## src/rtl/avalon_dmem_master_if.sv

```systemverilog
// Avalon-MM bus bundle between the data-memory master and the interconnect.
interface avalon_dmem_master_if;
  logic [31:0] avm_address;
  logic        avm_read;
  logic        avm_write;
  logic [31:0] avm_writedata;
  logic [3:0]  avm_byteenable;
  logic [31:0] avm_readdata;
  logic        avm_waitrequest;
  logic        avm_readdatavalid;

  modport master (
    output avm_address,
    output avm_read,
    output avm_write,
    output avm_writedata,
    output avm_byteenable,
    input  avm_readdata,
    input  avm_waitrequest,
    input  avm_readdatavalid
  );

  modport slave (
    input  avm_address,
    input  avm_read,
    input  avm_write,
    input  avm_writedata,
    input  avm_byteenable,
    output avm_readdata,
    output avm_waitrequest,
    output avm_readdatavalid
  );
endinterface

```

## src/rtl/avalon_dmem_master.sv

```systemverilog
// Avalon-MM master for the core's data-memory port: one single-word read or
// write per held request, a one-cycle done_ext pulse on completion, and a
// per-wait-state timeout that aborts the transaction and sets a sticky err.
module avalon_dmem_master #(
  parameter int unsigned TIMEOUT_CYCLES = 255,
  parameter logic [31:0] ERR_DATA       = 32'hDEADBEEF
) (
  input  logic        CLK,
  input  logic        RST_N,
  input  logic [31:0] daddr,
  input  logic [31:0] ddata_w,
  input  logic        WRam,
  input  logic        RRam,
  output logic [31:0] ddata_r,
  output logic        done_ext,
  output logic        err,
  avalon_dmem_master_if.master avm
);

  typedef enum logic [2:0] {
    IDLE,
    WR_REQ,
    RD_REQ,
    RD_WAIT,
    DONE,
    RELEASE
  } state_t;

  // Counter value during the last allowed cycle of a wait state.
  localparam logic [15:0] TO_LAST = 16'(TIMEOUT_CYCLES - 1);

  state_t      r_state;
  logic [15:0] r_cnt;
  logic        r_is_read;

  // Word alignment discards the byte offset.
  logic w_unused_addr_bits;
  assign w_unused_addr_bits = ^daddr[1:0];

  // Transaction FSM; every output is a register set on state transitions.
  always_ff @(posedge CLK or negedge RST_N) begin
    if (!RST_N) begin
      r_state            <= IDLE;
      r_cnt              <= '0;
      r_is_read          <= 1'b0;
      ddata_r            <= '0;
      done_ext           <= 1'b0;
      err                <= 1'b0;
      avm.avm_address    <= '0;
      avm.avm_read       <= 1'b0;
      avm.avm_write      <= 1'b0;
      avm.avm_writedata  <= '0;
      avm.avm_byteenable <= '0;
    end else begin
      case (r_state)
        IDLE: begin
          if (WRam) begin
            avm.avm_address    <= {daddr[31:2], 2'b00};
            avm.avm_writedata  <= ddata_w;
            avm.avm_write      <= 1'b1;
            avm.avm_byteenable <= '1;
            r_cnt              <= '0;
            r_is_read          <= 1'b0;
            r_state            <= WR_REQ;
          end else if (RRam) begin
            avm.avm_address    <= {daddr[31:2], 2'b00};
            avm.avm_read       <= 1'b1;
            avm.avm_byteenable <= '1;
            r_cnt              <= '0;
            r_is_read          <= 1'b1;
            r_state            <= RD_REQ;
          end
        end

        WR_REQ: begin
          if (!avm.avm_waitrequest) begin
            avm.avm_write      <= 1'b0;
            avm.avm_byteenable <= '0;
            done_ext           <= 1'b1;
            r_state            <= DONE;
          end else if (r_cnt == TO_LAST) begin
            avm.avm_write      <= 1'b0;
            avm.avm_byteenable <= '0;
            err                <= 1'b1;
            done_ext           <= 1'b1;
            r_state            <= DONE;
          end else begin
            r_cnt <= r_cnt + 16'd1;
          end
        end

        RD_REQ: begin
          if (!avm.avm_waitrequest) begin
            avm.avm_read       <= 1'b0;
            avm.avm_byteenable <= '0;
            if (avm.avm_readdatavalid) begin
              ddata_r  <= avm.avm_readdata;
              done_ext <= 1'b1;
              r_state  <= DONE;
            end else begin
              r_cnt   <= '0;
              r_state <= RD_WAIT;
            end
          end else if (r_cnt == TO_LAST) begin
            avm.avm_read       <= 1'b0;
            avm.avm_byteenable <= '0;
            err                <= 1'b1;
            ddata_r            <= ERR_DATA;
            done_ext           <= 1'b1;
            r_state            <= DONE;
          end else begin
            r_cnt <= r_cnt + 16'd1;
          end
        end

        RD_WAIT: begin
          if (avm.avm_readdatavalid) begin
            ddata_r  <= avm.avm_readdata;
            done_ext <= 1'b1;
            r_state  <= DONE;
          end else if (r_cnt == TO_LAST) begin
            err      <= 1'b1;
            ddata_r  <= ERR_DATA;
            done_ext <= 1'b1;
            r_state  <= DONE;
          end else begin
            r_cnt <= r_cnt + 16'd1;
          end
        end

        DONE: begin
          done_ext <= 1'b0;
          r_state  <= RELEASE;
        end

        // Only the served request must drop; the other one is re-sampled in IDLE.
        RELEASE: begin
          if (r_is_read ? !RRam : !WRam) begin
            r_state <= IDLE;
          end
        end

        default: begin
          r_state <= IDLE;
        end
      endcase
    end
  end

endmodule
```

## src/flat_wrapper.sv

```systemverilog
// flat-port wrapper written by rule: the top's interface ports become plain ports
module avalon_dmem_master_flat 
#(
  parameter int unsigned TIMEOUT_CYCLES = 255,
  parameter logic [31:0] ERR_DATA       = 32'hDEADBEEF
)
  (CLK, RST_N, daddr, ddata_w, WRam, RRam, ddata_r, done_ext, err, avm_avm_address, avm_avm_read, avm_avm_write, avm_avm_writedata, avm_avm_byteenable, avm_avm_readdata, avm_avm_waitrequest, avm_avm_readdatavalid);
  avalon_dmem_master_if avm_i ();
  input  logic CLK;
  input  logic RST_N;
  input  logic [31:0] daddr;
  input  logic [31:0] ddata_w;
  input  logic WRam;
  input  logic RRam;
  output logic [31:0] ddata_r;
  output logic done_ext;
  output logic err;
  output wire logic [$bits(avm_i.avm_address)-1:0] avm_avm_address;
  output wire logic [$bits(avm_i.avm_read)-1:0] avm_avm_read;
  output wire logic [$bits(avm_i.avm_write)-1:0] avm_avm_write;
  output wire logic [$bits(avm_i.avm_writedata)-1:0] avm_avm_writedata;
  output wire logic [$bits(avm_i.avm_byteenable)-1:0] avm_avm_byteenable;
  input wire logic [$bits(avm_i.avm_readdata)-1:0] avm_avm_readdata;
  input wire logic [$bits(avm_i.avm_waitrequest)-1:0] avm_avm_waitrequest;
  input wire logic [$bits(avm_i.avm_readdatavalid)-1:0] avm_avm_readdatavalid;
  assign avm_avm_address = avm_i.avm_address;
  assign avm_avm_read = avm_i.avm_read;
  assign avm_avm_write = avm_i.avm_write;
  assign avm_avm_writedata = avm_i.avm_writedata;
  assign avm_avm_byteenable = avm_i.avm_byteenable;
  assign avm_i.avm_readdata = avm_avm_readdata;
  assign avm_i.avm_waitrequest = avm_avm_waitrequest;
  assign avm_i.avm_readdatavalid = avm_avm_readdatavalid;
  avalon_dmem_master #(.TIMEOUT_CYCLES(TIMEOUT_CYCLES), .ERR_DATA(ERR_DATA)) u_core (.CLK(CLK), .RST_N(RST_N), .daddr(daddr), .ddata_w(ddata_w), .WRam(WRam), .RRam(RRam), .ddata_r(ddata_r), .done_ext(done_ext), .err(err), .avm(avm_i));
endmodule
```

## config.mk

```make
export PLATFORM = sky130hd
export DESIGN_NAME = avalon_dmem_master_flat
export DESIGN_NICKNAME = d
export VERILOG_FILES = /design/src/rtl/avalon_dmem_master_if.sv /design/src/rtl/avalon_dmem_master.sv /design/src/flat_wrapper.sv
export SDC_FILE = /design/constraint.sdc
export NUM_CORES = 1
export LEC_CHECK = 0
export ABC_AREA = 1
export CORE_ASPECT_RATIO = 0.75
export CORE_MARGIN = 4
export CORE_UTILIZATION = 50
export DETAILED_ROUTE_END_ITERATION = 10
export DONT_BUFFER_PORTS = 1
export SETUP_SLACK_MARGIN = 0.15
export SLEW_MARGIN = 40
export SYNTH_ARGS = -nofsm -noshare
export SYNTH_HDL_FRONTEND = slang
export SYNTH_SLANG_ARGS = --single-unit
```

## constraint.sdc

```tcl
create_clock -name CLK -period 2.9 [get_ports CLK]
set_input_delay 0 -clock CLK [delete_from_list [all_inputs] [get_ports CLK]]
set_output_delay 0 -clock CLK [all_outputs]
set_load 0.01 [all_outputs]
```

### Word-level counts from Yosys, hierarchy flattened

Index checks and enable logic that the tools add are counted.

| word-level totals | value |
|---|---|
| word-level logic and storage cells | 101 |
| output and inout port bits | 104 |
| input bits | 102 |
| register bits | 124 |

| cells by class | value |
|---|---|
| multiplexer cells | 48 |
| equal/unequal tests | 19 |
| $add $sub $neg | 1 |
| reduce and logical (&&, ||, !) cells | 22 |

Operator list:

| operator | number |
|---|---|
| $mux W32 | 6 |
| $mux W16 | 7 |
| $pmux W16 S4 | 1 |
| $pmux W32 S2 | 1 |
| $mux W3 | 8 |
| $pmux W3 S6 | 1 |
| $add A16 B1 Y16 const B | 1 |
| $eq A16 B8 Y1 const B | 1 |
| $mux W4 | 4 |
| $mux W1 | 15 |
| $reduce_bool A2 Y1 | 6 |
| $ne A2 B2 Y1 const B | 5 |
| $reduce_and A2 Y1 | 5 |
| $ne A3 B2 Y1 const B | 3 |
| $ne A3 B3 Y1 const B | 3 |
| $reduce_and A3 Y1 | 3 |
| $pmux W4 S2 | 1 |
| $reduce_bool A4 Y1 | 2 |
| $eq A3 B2 Y1 const B | 2 |
| $eq A3 B3 Y1 const B | 2 |
| $pmux W1 S2 | 3 |
| $reduce_and A5 Y1 | 1 |
| $ne A2 B1 Y1 const B | 2 |
| $pmux W1 S4 | 1 |
| other kinds (5) | 6 |

### Depth between registers and ports, before layout

Gate-level depths: netlist (run 1).

| logic depth | value |
|---|---|
| word-level depth | 4 |
| mapped depth | 12 |
| depth with buffers taken out | 12 |

### Worst setup path before layout (run 1)

OpenSTA, ideal clock, no wires.

| path | value |
|---|---|
| path type | register -> register |
| start | register u_core.r_cnt[0] |
| end | register u_core.ddata_r[10] |
| path slack | 1,249 ps |
| setup time | 69 ps |
| required time | 2,831 ps |
| arrival time | 1,582 ps |
| stages on the path, launching flop included | 13 |
| path buffers | 1 |
| period minus slack after synthesis | 1,651 ps |
| cells stage by stage | dfrtp_1 -> inv_1 -> ha_1 -> inv_1 -> nor2_1 -> nand2_1 -> nor2_1 -> nand2_1 -> o21bai_4 -> nand2_4 -> buf_8 -> nor2_2 -> nor2_2 |

| between the ends | value |
|---|---|
| longest elaborated chain between the ends | 4 |
| elaborated cells on any way between the ends | 5 |
| classes of those cells | 1 x eq/ne; 4 x mux |

RTL lines:

| item | RTL line | text |
|---|---|---|
| start, declared | avalon_dmem_master.sv:33 | `logic [15:0] r_cnt;` |
| start signal, assigned | avalon_dmem_master.sv:88 | `r_cnt <= r_cnt + 16'd1;` |
| start signal, assigned | avalon_dmem_master.sv:112 | `r_cnt <= r_cnt + 16'd1;` |
| start signal, assigned | avalon_dmem_master.sv:127 | `r_cnt <= r_cnt + 16'd1;` |
| $eq A16 B8 Y1 (*) | avalon_dmem_master.sv:104, avalon_dmem_master.sv:121 |  |
| $mux W32 (*) | -- |  |
| $mux W32 (on tied branches) | -- |  |
| $pmux W32 S2 (*) | -- |  |
| end signal, assigned | avalon_dmem_master.sv:97 | `ddata_r <= avm.avm_readdata;` |
| end signal, assigned | avalon_dmem_master.sv:118 | `ddata_r <= avm.avm_readdata;` |
| end, declared | avalon_dmem_master.sv:14 | `output logic [31:0] ddata_r,` |

Mark *: on every way between the ends. The rest lies on a longest branch, timed or not.
A chain may end at the register's enable or synchronous reset.

### Worst setup path after layout (run 1)

| path | value |
|---|---|
| start | register u_core.r_cnt[0] |
| end | register u_core.ddata_r[28] |

The elaborated chain is that of the path after synthesis.

==> metrics.md, run 1 <==
| Metric | Value |
|---|---|
| Status | `complete, no violations` |
| Port-buffer cells | `0` |
| Start point of the worst min-delay path | `WRam` |
| RSZ-0062 raised after global routing | `false` |
| Final Worst Setup Slack | `0.8557 ns` |
| Number of buffers added by the clock tree synthesis step | `17` |
| Xor-xnor portion of the synthesized cell area | `0` |
| Max rail drop VDD | `0.6174 mV` |
| Synthesized netlist cell count | `675` |
| Area Growth Syn to Fin | `31.18%` |
| Multiplexer fraction of the synthesized cell area | `0` |
| Ratio of cells with drive above 1 in the final layout | `0.1046` |
| Register clock-pin slew on the reported worst setup and hold paths | `0.06 ns` |
| First DRT Iteration DRCs | `215` |
| Number of endpoints failing setup at the final stage | `0` |
| Critical path arrival | `2.37 ns` |
| Worst Clk Skew | `0.008412 ns` |
| Post-synth design cell area | `5438 sq um` |
| Max-cap viol count | `0` |
| TritonCTS clock tree | `yes` |
| Filler cell count in the final layout | `824` |
| Sequential share of the synthesized area | `0.5476` |
| Number of design rule violations left after detail routing | `0` |
| Fraction of the mapped netlist area in compound gates | `0.03290` |
| Resize count post-CTS | `0` |
| Worst setup path endpoint | `u_core.ddata_r[28]` |
| FP Rows | `32` |
| Relative slew slack | `0.5928` |
| Die outline area | `12630 sq um` |
| Worst Setup Slack post-DPL | `0.8708 ns` |
| Largest cells by area after synthesis | `sky130_fd_sc_hd__dfrtp_1, sky130_fd_sc_hd__nand2_1, sky130_fd_sc_hd__nor2_1` |
| Mean instance size in the synthesized netlist | `8.056 sq um` |
| Reg-to-reg critical path startpoint | `u_core.r_cnt[0]` |
| Max Slew Vio Count | `0` |
| Startpoint type of the worst setup path | `register` |
| Final Cycle Share | `0.7049` |
| First-pass GRT wire length | `23630 microns` |
| Initial core utilization | `0.5204` |
| Via count of the first global-routing pass | `4732` |
| Yosys warnings | `0` |
| Critical path startpoint | `u_core.r_cnt[0]` |
| R2R Path End | `u_core.ddata_r[28]` |
| Number of hold violations in the final report | `0` |
| Combinational family with the most area after synthesis | `simple AND/OR/NAND/NOR gates` |
| Number of antenna-violating nets in the routed design | `0` |
| Storage cell area | `2978 sq um` |
| Total global routing track utilization | `0.2361` |
| Max H-tree Level | `4` |
| Diode count | `0` |
| Skew-Pair Late Insertion Delay | `0.41 ns` |
| Highest attainable clock frequency | `0.4892 GHz` |
| Number of nets in the finished design | `875` |
| Total detailed-routing wirelength | `14490 microns` |
| Gpl congestion | `0.8818` |
| Path type of the worst setup path | `reg -> reg` |
| Power density normalized to cell area | `1024 nW/um^2` |
| Hold buffers post-CTS | `98` |
| Antenna violations before repair | `0` |
| Maximum net fanout on the critical path | `24` |
| Via Count | `4673` |
| Fraction of post-synthesis cell area in the top cell type by area | `0.5476` |
| Category of the worst setup path capture point | `register` |
| Setup TNS Final | `0 ns` |
| Largest net degree at the start of global routing | `120` |
| Number of detailed-routing iterations run before antenna repair | `6` |
| Post-synth EDFFs | `0` |
| Clock Sinks | `119` |
| Post-DP HPWL | `9041 microns` |
| Overall die height | `98.32 microns` |
| Post-Synth Adder-Cell Area | `0.004602` |
| Tightest Pin Transition | `0.6107 ns` |
| Num ports | `206` |
| Commonest register cell after synthesis | `sky130_fd_sc_hd__dfrtp_1` |
| Flop and latch count out of synthesis | `119` |
| FF-to-FF setup slack | `0.86 ns` |
| Commonest cells after routing, fill and taps aside | `sky130_fd_sc_hd__nand2_1, sky130_fd_sc_hd__dfrtp_1, sky130_fd_sc_hd__dlygate4sd3_1` |
| Average via count per standard cell | `5.079` |
| Largest area contributor in the synthesized netlist | `sky130_fd_sc_hd__dfrtp_1` |
| Simple-gate share of the synthesized area | `0.3594` |
| Post-CTS setup buffers | `0` |
| Clock period minus worst slack | `2.044 ns` |
| Distinct cell type count after synthesis | `33` |
| Die Wd | `128.4 microns` |
| Static leakage | `3.543 nW` |
| Leading cell type in the layout, fill and taps excluded | `sky130_fd_sc_hd__nand2_1` |
| Average wire per cell in the routed design | `15.75 microns` |
| CTS Root Buffer Type | `sky130_fd_sc_hd__clkbuf_16` |
| Hold crit path type | `in -> reg` |
| Overflow after GRT | `0` |
| Area of combinational cells with multiple inputs | `2168 sq um` |
| Fraction of registers with async set/reset | `1.000` |
| Core region area | `10450 sq um` |
| Worst Path Required | `3.23 ns` |
| CTS max path bufs | `2` |
| Number of cells traversed by the worst register-to-register path | `11` |
## cells in the mapped netlist, types with 2 or more instances
master                       n
sky130_fd_sc_hd__nand3_1    33
sky130_fd_sc_hd__nor3_1      5
sky130_fd_sc_hd__ha_1        2
sky130_fd_sc_hd__clkbuf_1    8
sky130_fd_sc_hd__o21ai_0     6
sky130_fd_sc_hd__inv_2       6
sky130_fd_sc_hd__nand3b_1    3
sky130_fd_sc_hd__nor2_4      3
sky130_fd_sc_hd__dfrtp_1   119
sky130_fd_sc_hd__o21bai_1    2
sky130_fd_sc_hd__buf_2      10
sky130_fd_sc_hd__buf_6       2
sky130_fd_sc_hd__nand2_1   281
sky130_fd_sc_hd__nand2_2     4
sky130_fd_sc_hd__nand2_4     2
sky130_fd_sc_hd__nand4_1     7
sky130_fd_sc_hd__nand3_2     2
sky130_fd_sc_hd__buf_4       6
sky130_fd_sc_hd__a21oi_1    12
sky130_fd_sc_hd__nor2_2     22
sky130_fd_sc_hd__inv_1      30
sky130_fd_sc_hd__nor2_1     99
## state kept, by name (all words and copies together) (netlist names)
name	cells
u_core.avm.avm_byteenable	1
u_core.r_state	3
u_core.ddata_r	32
u_core.avm.avm_writedata	32
u_core.done_ext	1
u_core.r_cnt	16
u_core.err	1
u_core.avm.avm_address	30
u_core.r_is_read	1
u_core.avm.avm_write	1
u_core.avm.avm_read	1
## power breakdown
group / total (W) / switching, W / internal (W)
Sequential: 0.00327 / 0.000919 / 0.00235
Combinational: 0.00177 / 0.00113 / 0.000647
Clock: 0.00225 / 0.000790 / 0.00146
## per-layer routing
metal | GRT usage | vias up | part of all wire
li1 | - | 2270 | -
met1 | 0.2933 | 2189 | 0.41
met2 | 0.3705 | 195 | 0.48
met3 | 0.09951 | 19 | 0.098
met4 | 0.08401 | 0 | 0.014
met5 | 0 | - | 0
## worst max-delay path: stages (launching register included)
cell and delay (ns):
sky130_fd_sc_hd__dfrtp_1 0.43, sky130_fd_sc_hd__inv_1 0.12, sky130_fd_sc_hd__ha_1 0.15, sky130_fd_sc_hd__inv_1 0.05, sky130_fd_sc_hd__nor2_1 0.12, sky130_fd_sc_hd__nand2_1 0.07, sky130_fd_sc_hd__nor2_1 0.08, sky130_fd_sc_hd__nand2_1 0.14
sky130_fd_sc_hd__o21bai_4 0.28, sky130_fd_sc_hd__nand2_4 0.29, sky130_fd_sc_hd__nor2_1 0.08, sky130_fd_sc_hd__nor2_1 0.13
## cell type report
type	instances	area share
well taps	136	0.02386
inverters	36	0.01894
clock buffers	18	0.06016
clock inverters	14	0.02964
multi-input cells	494	0.3040
flip-flops and latches	119	0.4175
repair buffers	103	0.1459
## through the flow
stage          power, W  instances  utilization  cell area (sq um)  hold slack, ns
6_report       0.007301        920       0.6826               7133         0.04079
5_1_grt        0.007807        920       0.6826               7133         0.07314
4_1_cts        0.007303        918       0.6790               7096         -0.7303
3_5_place_dp   0.004901        788       0.5238               5474         -0.2908
3_3_place_gp   0.004803        788       0.5238               5474         -0.2910
2_1_floorplan  0.004470        676            -               5441         -0.2956
## worst min-delay path by stage
| stage | to | slack [ns] | cells after the start |
|---|---|---|---|
| floorplan | u_core.avm.avm_address[10] | -0.30 | 0 |
| finish | u_core.r_state[2] | 0.04 | 4 |
| global placement | u_core.r_cnt[12] | -0.29 | 0 |
| detailed placement | u_core.r_cnt[11] | -0.29 | 0 |
| CTS | u_core.r_cnt[11] | -0.73 | 0 |
| global route | u_core.r_state[2] | 0.07 | 4 |
## cell families (layout without fill, tap and decap cells)
family / count (synthesis) / after routing
other: 1 / 2
AND/OR/NAND/NOR: 464 / 464
flip-flops: 119 / 119
AO/OA/AOI/OAI: 26 / 26
adder cells (fa/ha/maj): 2 / 2
buffers and inverters: 63 / 171
(Power assumes the default switching activity.)
==> inputs of run 2 (changes only) <==
--- a/config.mk
+++ b/config.mk
@@ -11,6 +11,7 @@
 export CORE_UTILIZATION = 50
 export DETAILED_ROUTE_END_ITERATION = 10
 export DONT_BUFFER_PORTS = 1
+export PLACE_DENSITY = 0.68
 export SETUP_SLACK_MARGIN = 0.15
 export SLEW_MARGIN = 40
 export SYNTH_ARGS = -nofsm -noshare
==> constraint.sdc (replaced) <==
create_clock -name CLK -period 1.69 [get_ports CLK]
set_input_delay 0 -clock CLK [delete_from_list [all_inputs] [get_ports CLK]]
set_output_delay 0 -clock CLK [all_outputs]
set_load 0.01 [all_outputs]
==> metrics.md, run 2 (synthesis results as in run 1) <==
| Metric | Value |
|---|---|
| Port-buffer cells | `0` |
| Skew-Pair Late Insertion Delay | `0.41 ns` |
| Commonest cells after routing, fill and taps aside | `sky130_fd_sc_hd__nand2_1, sky130_fd_sc_hd__dfrtp_1, sky130_fd_sc_hd__dlygate4sd3_1` |
| Max-cap viol count | `0` |
| Number of design rule violations left after detail routing | `0` |
| Final Cycle Share | `1.030` |
| Gpl congestion | `0.8726` |
| Area Growth Syn to Fin | `45.05%` |
| Overall die height | `98.32 microns` |
| Final cell utilization of the core | `0.7548` |
| Status | `finished with violations` |
| Worst Clk Skew | `0.008925 ns` |
| Clock Sinks | `119` |
| Average via count per standard cell | `5.245` |
| Placed cell area | `5779 sq um` |
| First DRT Iteration DRCs | `337` |
| Average wire per cell in the routed design | `16.99 microns` |
| Combinational cell fraction of total power | `0.304` |
| Core region area | `10450 sq um` |
| Area of combinational cells with multiple inputs | `2407 sq um` |
| Largest net degree at the start of global routing | `120` |
| Via count of the first global-routing pass | `5317` |
| Initial core utilization | `0.5204` |
| Total global routing track utilization | `0.2635` |
| Number of antenna-violating nets in the routed design | `0` |
| Total detailed-routing wirelength | `16620 microns` |
| Via Count | `5130` |
| Die Wd | `128.4 microns` |
| Leading cell type in the layout, fill and taps excluded | `sky130_fd_sc_hd__nand2_1` |
| Ratio of cells with drive above 1 in the final layout | `0.2247` |
| Highest attainable clock frequency | `0.5745 GHz` |
| Storage cell area | `2982 sq um` |
| FF-to-FF setup slack | `-0.05 ns` |
| CTS Root Buffer Type | `sky130_fd_sc_hd__clkbuf_16` |
| Hold crit path type | `in -> async` |
| Category of the worst setup path capture point | `register` |
| Number of hold violations in the final report | `119` |
| Max Slew Vio Count | `0` |
| Final Worst Setup Slack | `-0.05060 ns` |
| Startpoint type of the worst setup path | `register` |
| Critical path arrival | `2.04 ns` |
| Proportion of power drawn by flip-flops and latches | `0.415` |
| Path type of the worst setup path | `reg -> reg` |
| Power density normalized to cell area | `1730 nW/um^2` |
| Antenna violations before repair | `1` |
| CTS max path bufs | `2` |
| Number of detailed-routing iterations run before antenna repair | `5` |
| Hold slack final | `-0.7093 ns` |
| Sw frac | `0.3786` |
| Part of the total power dissipated in the clock network | `0.281` |
| Power dissipated by switching net loads | `0.005166 W` |
| Finished layout cell area | `7888 sq um` |
| Worst Path Required | `1.99 ns` |
| Die outline area | `12630 sq um` |
| Max rail drop VDD | `1.001 mV` |
| Post-DP HPWL | `9729 microns` |
| Maximum net fanout on the critical path | `8` |
| Violations in the final reports | `negative hold slack, negative setup slack` |
| Internal power contribution | `0.008479 W` |
| Number of nets in the finished design | `934` |
| Largest registers ranked by flip-flop count | `u_core.avm.avm_writedata: 32 flops, u_core.ddata_r: 32 flops, u_core.avm.avm_address: 30 flops` |
| Register clock-pin slew on the reported worst setup and hold paths | `0.06 ns` |
| RSZ-0062 raised after global routing | `true` |
| Static leakage | `3.882 nW` |
| Num ports | `206` |
| Hold buffers post-CTS | `98` |
| First-pass GRT wire length | `26500 microns` |
| Number of endpoints failing setup at the final stage | `26` |
| TritonCTS clock tree | `yes` |
| Overflow after GRT | `0` |
| Max H-tree Level | `4` |
| Clock period minus worst slack | `1.741 ns` |
| Number of buffers added by the clock tree synthesis step | `17` |
| FP Rows | `32` |
| Filler cell count in the final layout | `681` |
-- run 2: changes by cell type in the layout (fill, tap and decap cells not counted), moves of 6 or more --
cell                      previous run  this run
sky130_fd_sc_hd__nand2_1           281       274
sky130_fd_sc_hd__a21oi_2             1        10
sky130_fd_sc_hd__nand3_1            33        24
sky130_fd_sc_hd__nand3_2             2         8
sky130_fd_sc_hd__nor2_2             23        29
sky130_fd_sc_hd__buf_4               3        49
sky130_fd_sc_hd__a21oi_1            12         3
sky130_fd_sc_hd__nor2_4              3        10
sky130_fd_sc_hd__buf_6               0        10
sky130_fd_sc_hd__nor2_1             98        86
-- run 2: area by class of cell --
class                   instances  area share
flip-flops and latches        119      0.3780
clock buffers                  22     0.06139
well taps                     136     0.02157
multi-input cells             495      0.3052
inverters                      36     0.01888
diodes                          1   0.0003173
repair buffers                161      0.1964
clock inverters                 8     0.01824
-- run 2: what timing repair did --
action,in CTS,in global routing
endpoints found under the setup margin,49,56
buffers inserted,19,7
resized for setup,36,37
hold endpoints to repair,225,119
pin swaps,14,15
cloned,2,0
-- run 2: through the flow --
stage | std cells | power, W | TNS (ns) | hold WS [ns] | setup WS [ns]
6_report | 978 | 0.01365 | -0.5650 | -0.7093 | -0.05060
5_1_grt | 978 | 0.01446 | -3.501 | -0.7311 | -0.1403
2_1_floorplan | 676 | 0.007711 | 0 | -0.2956 | 0.07642
3_5_place_dp | 821 | 0.008806 | -0.1820 | -0.2888 | -0.03348
4_1_cts | 970 | 0.01323 | 0 | -0.7220 | 0.04825
3_3_place_gp | 821 | 0.008617 | 0 | -0.2887 | 0.01586
-- run 2: critical path, stage by stage (launching register included) --
cell	delay (ns)
sky130_fd_sc_hd__dfrtp_1	0.39
sky130_fd_sc_hd__inv_2	0.08
sky130_fd_sc_hd__ha_4	0.17
sky130_fd_sc_hd__inv_4	0.06
sky130_fd_sc_hd__nor2_4	0.03
sky130_fd_sc_hd__buf_4	0.14
sky130_fd_sc_hd__nand3_4	0.08
sky130_fd_sc_hd__nor2_4	0.05
sky130_fd_sc_hd__buf_6	0.13
sky130_fd_sc_hd__nor2_4	0.27
sky130_fd_sc_hd__nand2_1	0.11
sky130_fd_sc_hd__nand2_1	0.08
sky130_fd_sc_hd__nor2_1	0.04
-- run 2: routing by layer --
layer,global-route usage,part of all wire,vias to the layer above
met1,0.3235,0.39,2440
met4,0.1158,0.026,0
met3,0.09787,0.095,38
met2,0.4166,0.49,265
met5,0,0,-
li1,-,-,2387
-- run 2: path summary, 6_finish.rpt --
kind,startpoint,end,cells after the start
min in group CLK,avm_avm_waitrequest,u_core.avm.avm_byteenable[2],4
setup reg to reg,u_core.r_cnt[0],u_core.r_cnt[3],12
setup / recovery,u_core.r_cnt[0],u_core.r_cnt[3],12
hold reg to reg,u_core.r_is_read,u_core.r_is_read,2
max in group asynchronous,RST_N,u_core.r_cnt[1],0
hold / removal,RST_N,u_core.r_cnt[3],0
-- run 2: power groups by stage --
stage          registers (W)  logic [W]  clock network, W
6_report             0.00566    0.00415           0.00384
5_1_grt              0.00579    0.00465           0.00402
4_1_cts              0.00561    0.00374           0.00388
3_5_place_dp         0.00560    0.00321                 0
3_3_place_gp         0.00561    0.00300                 0
2_1_floorplan        0.00526    0.00245                 0
==> inputs of run 3 (changes only) <==
--- a/config.mk
+++ b/config.mk
@@ -7,7 +7,6 @@
 export LEC_CHECK = 0
 export ABC_AREA = 1
 export CORE_ASPECT_RATIO = 0.75
-export CORE_MARGIN = 4
 export CORE_UTILIZATION = 50
 export DETAILED_ROUTE_END_ITERATION = 10
 export DONT_BUFFER_PORTS = 1
==> constraint.sdc (replaced) <==
create_clock -name CLK -period 1.5 [get_ports CLK]
set_input_delay 0 -clock CLK [delete_from_list [all_inputs] [get_ports CLK]]
set_output_delay 0 -clock CLK [all_outputs]
set_load 0.01 [all_outputs]
==> metrics.md, run 3 (synthesis results as in run 1) <==
| Metric | Value |
|---|---|
| RSZ-0062 raised after global routing | `true` |
| Antenna violations before repair | `1` |
| Power dissipated by switching net loads | `0.007091 W` |
| Proportion of power drawn by flip-flops and latches | `0.373` |
| Register clock-pin slew on the reported worst setup and hold paths | `0.06 ns` |
| Number of detailed-routing iterations run before antenna repair | `5` |
| Average via count per standard cell | `5.408` |
| Number of endpoints failing setup at the final stage | `86` |
| Commonest cells after routing, fill and taps aside | `sky130_fd_sc_hd__nand2_1, sky130_fd_sc_hd__dfrtp_1, sky130_fd_sc_hd__dlygate4sd3_1` |
| Num ports | `206` |
| Category of the worst setup path capture point | `register` |
| Final cell utilization of the core | `0.8297` |
| Total detailed-routing wirelength | `18910 microns` |
| Number of hold violations in the final report | `122` |
| Highest attainable clock frequency | `0.5808 GHz` |
| Largest registers ranked by flip-flop count | `u_core.avm.avm_writedata: 32 flops, u_core.ddata_r: 32 flops, u_core.avm.avm_address: 30 flops` |
| Die outline area | `11300 sq um` |
| Clock Sinks | `119` |
| Final Worst Setup Slack | `-0.2216 ns` |
| FF-to-FF setup slack | `-0.22 ns` |
| Number of design rule violations left after detail routing | `0` |
| Final Cycle Share | `1.148` |
| Area Growth Syn to Fin | `58.84%` |
| Critical path startpoint | `u_core.r_cnt[1]` |
| Reg-to-reg critical path startpoint | `u_core.r_cnt[1]` |
| Hold slack final | `-0.7213 ns` |
| Post-DP HPWL | `9045 microns` |
| Max-cap viol count | `0` |
| Combinational cell fraction of total power | `0.383` |
| Path type of the worst setup path | `reg -> reg` |
| Critical path arrival | `2.02 ns` |
| Max H-tree Level | `4` |
| Instance count after placement with tap cells included | `834` |
| Overall die height | `92.32 microns` |
| Skew-Pair Late Insertion Delay | `0.41 ns` |
| First DRT Iteration DRCs | `435` |
| Max rail drop VDD | `1.304 mV` |
| Average wire per cell in the routed design | `18.85 microns` |
| Status | `finished with violations` |
| Number of nets in the finished design | `957` |
| Gpl congestion | `0.9147` |
| Max Slew Vio Count | `0` |
| Total global routing track utilization | `0.2941` |
| First-pass GRT wire length | `25120 microns` |
| Violations in the final reports | `negative hold slack, negative setup slack` |
| Setup TNS Final | `-9.257 ns` |
| Initial core utilization | `0.5224` |
| Worst setup path endpoint | `u_core.r_cnt[6]` |
| CTS max path bufs | `2` |
| Worst Clk Skew | `0.008928 ns` |
| Via count of the first global-routing pass | `5258` |
| R2R Path End | `u_core.r_cnt[6]` |
| Number of cells traversed by the worst register-to-register path | `13` |
| Largest net degree at the start of global routing | `120` |
| Hold crit path type | `in -> async` |
| Maximum net fanout on the critical path | `5` |
| TritonCTS clock tree | `yes` |
| Leading cell type in the layout, fill and taps excluded | `sky130_fd_sc_hd__nand2_1` |
| Clock period minus worst slack | `1.722 ns` |
| Port-buffer cells | `0` |
| Ratio of cells with drive above 1 in the final layout | `0.3526` |
| Via Count | `5424` |
| Overflow after GRT | `0` |
| Worst Setup Slack post-DPL | `-0.1655 ns` |
| Worst Path Required | `1.80 ns` |
| Number of antenna-violating nets in the routed design | `0` |
| Die Wd | `122.4 microns` |
| Static leakage | `4.195 nW` |
| Number of buffers added by the clock tree synthesis step | `17` |
| FP Rows | `32` |
| Power density normalized to cell area | `2019 nW/um^2` |
| Post-route insts no fill | `1003` |
| Core region area | `10410 sq um` |
| Internal power contribution | `0.01035 W` |
| Startpoint type of the worst setup path | `register` |
| CTS Root Buffer Type | `sky130_fd_sc_hd__clkbuf_16` |
| Part of the total power dissipated in the clock network | `0.244` |
| Sw frac | `0.4066` |
==> run 3: worst max-delay path, cell delays in order (launching register included) <==
cell and delay, ns:
sky130_fd_sc_hd__dfrtp_1 0.42, sky130_fd_sc_hd__ha_4 0.18, sky130_fd_sc_hd__inv_4 0.06, sky130_fd_sc_hd__nor2_4 0.04
sky130_fd_sc_hd__nand2_1 0.06, sky130_fd_sc_hd__nor2_1 0.04, sky130_fd_sc_hd__nand2_1 0.10, sky130_fd_sc_hd__buf_4 0.12
sky130_fd_sc_hd__buf_6 0.12, sky130_fd_sc_hd__nand2_4 0.06, sky130_fd_sc_hd__nor2_4 0.18, sky130_fd_sc_hd__nand2_2 0.07
sky130_fd_sc_hd__nand2_1 0.09, sky130_fd_sc_hd__nor2_1 0.05
==> run 3: area by class of cell <==
class                      instances  area, sq um
sequential                       119         2982
multi-input combinational        495         2805
timing repair buffer             180         1854
fill                             555         1773
clock buffer                      18        439.2
clock inverter                    13        171.4
tap                              136        170.2
inverter                          36        160.2
timing repair inverter             4        50.05
antenna                            2        5.005
==> run 3: per-stage QoR <==
stage | cell area [sq um] | hold slack (ns) | total power [W]
after floorplan | 5507 | -0.2956 | 0.008798
after global placement | 5901 | -0.2902 | 0.009784
after detailed placement | 5901 | -0.2924 | 0.009993
after CTS | 8001 | -0.7334 | 0.01553
after global routing | 8637 | -0.7369 | 0.01823
final | 8637 | -0.7213 | 0.01744
==> run 3: power by group through the flow <==
stage	clock network, W	registers (W)	logic (W)
after floorplan	0	0.00594	0.00286
after global placement	0	0.00626	0.00352
after detailed placement	0	0.00627	0.00373
after CTS	0.00427	0.00634	0.00492
after global routing	0.00445	0.00662	0.00716
final	0.00426	0.00650	0.00668
==> run 3: repair_timing <==
item / CTS / global route
gates cloned: 5 / 3
hold buffers: 95 / 2
pin swaps: 31 / 38
hold endpoints to repair: 226 / 128
endpoints found under the setup margin: 113 / 119
buffers inserted: 22 / 9
resized for setup: 99 / 129
==> run 3: worst min-delay path by stage <==
| stage | depth (start not counted) | slack, ns | endpoint |
|---|---|---|---|
| after global placement | 0 | -0.29 | u_core.r_cnt[8] |
| after global routing | 0 | -0.74 | u_core.ddata_r[14] |
| after detailed placement | 0 | -0.29 | u_core.ddata_r[14] |
| after floorplan | 0 | -0.30 | u_core.avm.avm_address[10] |
| after CTS | 0 | -0.73 | u_core.ddata_r[23] |
| final | 0 | -0.72 | u_core.r_cnt[15] |
==> run 3: routing by layer <==
metal | vias up | track usage | routed length [microns] | share of wire
met5 | - | 0 | 0 | 0
met4 | 0 | 0.1128 | 582 | 0.031
met3 | 42 | 0.09544 | 1670 | 0.088
met2 | 294 | 0.5019 | 9638 | 0.51
met1 | 2636 | 0.3425 | 7018 | 0.37
li1 | 2452 | - | - | -
